===== src/rtl/div_clk_monitor.sv =====
// Measures a divided clock in the Clk domain: period and high-phase length in Clk cycles,
// with period tolerance checking, lock qualification and stall (timeout) detection.
module div_clk_monitor #(
    parameter int CNT_W      = 8,
    parameter int EXP_PERIOD = 5,
    parameter int TOL        = 0,
    parameter int LOCK_CNT   = 4,
    parameter int TIMEOUT    = 255
) (
    input  logic             Clk,
    input  logic             rst_n,
    input  logic             sig_in,
    output logic [CNT_W-1:0] period,
    output logic [CNT_W-1:0] high_time,
    output logic             meas_valid,
    output logic             locked,
    output logic             period_err,
    output logic             timeout
);

    typedef enum logic [1:0] {IDLE, ARMED, LOCKED} state_t;

    localparam logic [CNT_W-1:0] CNT_MAX = '1;
    localparam logic [CNT_W-1:0] EXP_V   = CNT_W'(EXP_PERIOD);
    localparam logic [CNT_W-1:0] TOL_V   = CNT_W'(TOL);
    localparam logic [CNT_W-1:0] TO_V    = CNT_W'(TIMEOUT);
    localparam logic [3:0]       LOCK_V  = 4'(LOCK_CNT);

    state_t           state, state_n;
    logic             s1, s2, s3;
    logic             rise, fall;
    logic [CNT_W-1:0] cnt, hi_cap, diff;
    logic [3:0]       good_cnt, good_inc;
    logic             in_tol, stall;

    logic [CNT_W-1:0] period_n, high_n;
    logic [3:0]       good_n;
    logic             meas_n, err_n, locked_n, timeout_n;

    assign rise     = s2 & ~s3;
    assign fall     = ~s2 & s3;
    // Unsigned distance from the expected period; never wraps.
    assign diff     = (cnt >= EXP_V) ? (cnt - EXP_V) : (EXP_V - cnt);
    assign in_tol   = (diff <= TOL_V);
    assign good_inc = (good_cnt == 4'hF) ? good_cnt : good_cnt + 4'd1;
    assign stall    = (cnt == TO_V) && !rise;

    // NOTE: sequential state uses non-blocking assignments so every flop samples pre-edge values.
    always_ff @(posedge Clk or negedge rst_n) begin
        if (!rst_n) begin
            s1     <= 1'b0;
            s2     <= 1'b0;
            s3     <= 1'b0;
            cnt    <= '0;
            hi_cap <= '0;
        end else begin
            s1 <= sig_in;
            s2 <= s1;
            s3 <= s2;
            if (rise)
                cnt <= {{(CNT_W-1){1'b0}}, 1'b1};
            else if (cnt != CNT_MAX)
                cnt <= cnt + 1'b1;
            if (fall)
                hi_cap <= cnt;
        end
    end

    always_ff @(posedge Clk or negedge rst_n) begin
        if (!rst_n)
            state <= IDLE;
        else
            state <= state_n;
    end

    // NOTE: every combinational output gets a default first so no latch is inferred.
    always_comb begin
        state_n = state;
        unique case (state)
            IDLE: if (rise) state_n = ARMED;
            ARMED, LOCKED: begin
                if (rise) begin
                    if (!in_tol)
                        state_n = ARMED;
                    else if (good_inc >= LOCK_V)
                        state_n = LOCKED;
                end else if (stall) begin
                    state_n = IDLE;
                end
            end
            default: state_n = IDLE;
        endcase
    end

    always_comb begin
        meas_n    = 1'b0;
        err_n     = 1'b0;
        good_n    = good_cnt;
        locked_n  = locked;
        timeout_n = timeout;
        period_n  = period;
        high_n    = high_time;
        unique case (state)
            IDLE: begin
                // The first edge after reset or a stall only arms; the interval before it is not a period.
                if (rise) begin
                    timeout_n = 1'b0;
                    good_n    = '0;
                end
            end
            ARMED, LOCKED: begin
                if (rise) begin
                    meas_n   = 1'b1;
                    period_n = cnt;
                    high_n   = hi_cap;
                    if (in_tol) begin
                        good_n = good_inc;
                        if (good_inc >= LOCK_V)
                            locked_n = 1'b1;
                    end else begin
                        err_n    = 1'b1;
                        good_n   = '0;
                        locked_n = 1'b0;
                    end
                end else if (stall) begin
                    timeout_n = 1'b1;
                    locked_n  = 1'b0;
                    good_n    = '0;
                end
            end
            default: ;
        endcase
    end

    always_ff @(posedge Clk or negedge rst_n) begin
        if (!rst_n) begin
            period     <= '0;
            high_time  <= '0;
            meas_valid <= 1'b0;
            period_err <= 1'b0;
            locked     <= 1'b0;
            timeout    <= 1'b0;
            good_cnt   <= '0;
        end else begin
            period     <= period_n;
            high_time  <= high_n;
            meas_valid <= meas_n;
            period_err <= err_n;
            locked     <= locked_n;
            timeout    <= timeout_n;
            good_cnt   <= good_n;
        end
    end

endmodule


===== config.mk =====
export PLATFORM = sky130hd
export DESIGN_NAME = div_clk_monitor
export DESIGN_NICKNAME = d
export VERILOG_FILES = /design/src/rtl/div_clk_monitor.sv
export SDC_FILE = /design/constraint.sdc
export NUM_CORES = 1
export LEC_CHECK = 0
export CORE_AREA = 3 3 76 78
export DETAILED_ROUTE_END_ITERATION = 7
export DIE_AREA = 0 0 79 81
export PLACE_DENSITY = 0.77
export SLEW_MARGIN = 20
export SYNTH_ARGS = -nofsm -noshare
export SYNTH_HDL_FRONTEND = slang
export SYNTH_SLANG_ARGS = --single-unit
export TNS_END_PERCENT = 20

===== constraint.sdc =====
create_clock -name Clk -period 2.2 [get_ports Clk]
set_input_delay 0.22 -clock Clk [delete_from_list [all_inputs] [get_ports Clk]]
set_output_delay 0.22 -clock Clk [all_outputs]
set_load 0.01 [all_outputs]

==> impl_metrics.toml, run 1 <==
[clock_network]
clk_latency_ns = 0.30
cts_htree_levels = 2
root_buffer = "clkbuf_8"
clock_path_buffers = 2
clk_pin_slew_ns = 0.09
clock-sinks = 45
cts_buffers = 5
cts_tree = "yes"

[placed_design]
gp_congestion = 0.825
hpwl_um = 3300
post-place-ws_ns = -0.0232
portBuffers = 22

[timing]
setup_tns_ns = 0
timing.final.max_slew_violations = 0
period_share_pct = 97.8
fin_hold_ws_ns = 0.355
fin_skew_ns = 0.00831
tightestPinTransition_ns = 0.593
fmax_ghz = 0.465
finalHoldViolations = 0
max_slew_margin_pct = 60.5
setup-violations-final = 0
setup_slack_ns = 0.0481
rsz0062_at_grt = "true"
layout_min_cycle_time_ns = 2.15

[synthesis]
synthFlopType = "dfrtp_1"
synth_edf_count = 0
syn_inst = 236
synth_cell_type_count = 47
synth-warning-count = 0
synth-seq-cells = 45
synth_fp_nets = 247
synthArstFlopShare_pct = 100
yosysSeqAreaShare_pct = 49.2
avgSynthCellArea_um2 = 9.69
synth_area_um2 = 2290

[setup_path]
cp_slowest_cell = "dfrtp_2"
path_cells = "buf_6, ha_4, a21oi_2, xor2_1, a2111o_1, a211oi_4, and2_4, o221ai_2"
crit_type = "reg2reg"
r2r_setup_slack_ns = 0.05
crit_path_start = "cnt[1]"
path_max_fanout = 5
critPathMaxStageDelay_ns = 0.46
reg2reg_to = "state[0]"
end_kind = "register"
cp-start-kind = "register"
crit_path_end = "state[0]"
r2r_start = "cnt[1]"
cp.arrival_ns = 2.33
reg2regPathDepth = 8
crit_required_ns = 2.38

[floorplanning]
core_um2 = 5140
die-area_um2 = 6400
num_io_pins = 23
die_h_um = 81
die-width_um = 79
initial_core_util_pct = 44.5
row_count = 26

[route]
vias = 1846
ant_nets = 0
post_drt_wl_per_cell_um = 14.2
firstDrtPassIters = 4
via_per_inst = 5.40
postRouteWirelength_um = 4870
drt_iter0_drc = 176
drcViolationCount = 0

[global_route]
grt_max_degree = 29
antenna_found_initial = 0
grt-ovfl-total = 0
grt_pass1_vias = 1706
gr-usage-all-layers_pct = 16.1
grt_pass1_wl_um = 8110

[pwr]
vdd_drop_max_uv = 411
p_total_mw = 2.95
power_leakage_nw = 1.30
powerDensity_nw_per_um2 = 1040

[finish]
antennaDiodeCount = 0
layout_commonest_cell = "nand2_1"
fin_util_pct = 55.1
most-common-layout-cells = "nand2_1, dfrtp_1, clkdlybuf4s50_1"
nets = 282
drive_above_1_share_pct = 18.4
area_growth_pct = 23.8

[outcome]
status = "completed"

[min_path]
min_path_type = "reg2reg"

[run]
cap_violations = 0
-- state kept, by name, indices dropped and copies added (netlist names) --
name	cells
cnt	8
hi_cap	8
high_time	8
period	8
good_cnt	4
state	2
locked	1
meas_valid	1
period_err	1
s1	1
s2	1
s3	1
timeout	1
-- power by group --
group	leakage (nW)	internal [mW]	total [mW]	switching (mW)
Combinational	0.638	0.566	1.18	0.616
Clock	0.0603	0.348	0.640	0.292
Sequential	0.597	0.980	1.13	0.150
Total	1.30	1.89	2.95	1.06
-- worst max-delay path, delay by kind of cell, from the launching register on --
kind / cells / cell delay, ns
adder cells (fa/ha/maj): 1 / 0.15
flip-flops: 1 / 0.46
AND/OR/NAND/NOR: 1 / 0.22
XOR/XNOR: 1 / 0.09
AO/OA/AOI/OAI: 4 / 1.00
buffers and inverters: 1 / 0.14
-- worst min-delay path by stage --
stage            from   endpoint  slack, ns  depth (start not counted)
4_1_cts        sig_in         s1       0.35                          1
6_report           s1         s2       0.36                          0
2_1_floorplan   rst_n     cnt[0]      -0.08                          0
5_1_grt        sig_in         s1       0.35                          1
3_3_place_gp    rst_n  period[2]       0.26                          1
3_5_place_dp    rst_n  period[2]       0.26                          1
-- metal layers --
layer  part of all wire, %  GRT usage [%]
met4                   2.0           6.36
met5                     0              0
met2                    49           27.0
met3                   4.6           3.33
met1                    44           20.5
-- logic make-up after synthesis --
family	share of synthesized area [%]
AO/OA/AOI/OAI	14.1
XOR/XNOR	1.53
adder cells (fa/ha/maj)	4.38
buffers and inverters	5.36
flip-flops	49.2
multiplexers	3.83
AND/OR/NAND/NOR	21.6
-- per-stage QoR --
step / cell area, um^2 / cells
final: 2830 / 342
after global routing: 2830 / 342
after CTS: 2760 / 340
after detailed placement: 2620 / 331
after global placement: 2620 / 331
after floorplan: 2290 / 236
-- cells in the mapped netlist, types with 5 or more instances --
| master | instances | area share (%) |
|---|---|---|
| dfrtp_1 | 45 | 49 |
| inv_1 | 7 | 1.1 |
| ha_1 | 8 | 4.4 |
| nand2_1 | 55 | 9.0 |
| o21ai_0 | 9 | 2.0 |
| nor2_1 | 17 | 2.8 |
| nand3_1 | 5 | 1.1 |
| mux2_2 | 6 | 3.0 |
| nand2b_1 | 6 | 1.6 |
| a21oi_1 | 13 | 2.8 |
-- timing repair --
action | CTS | global route
pin swaps | 0 | 3
setup buffers | 0 | 2
endpoints found under the setup margin | 3 | 8
hold buffers | 1 | 0
resized for setup | 2 | 13
endpoints found under the hold margin | 26 | 0
-- area by class of cell --
cell class                      count  area [um^2]
Sequential cell                    45         1130
Tap cell                           70         87.6
Inverter                            7         28.8
Clock inverter                      3         50.0
Clock buffer                        5         68.8
Multi-Input combinational cell    170         1100
Fill cell                         481         2310
Timing Repair Buffer               42          372
Note: power is estimated with default switching activity, not from simulation.
==> run 2, diff against run 1 <==
--- a/config.mk
+++ b/config.mk
@@ -5,6 +5,7 @@
 export SDC_FILE = /design/constraint.sdc
 export NUM_CORES = 1
 export LEC_CHECK = 0
+export CAP_MARGIN = 20
 export CORE_AREA = 3 3 76 78
 export DETAILED_ROUTE_END_ITERATION = 7
 export DIE_AREA = 0 0 79 81
==> results of run 2 <==
No change in the layout: final DEF, timing and power equal those of run 1.
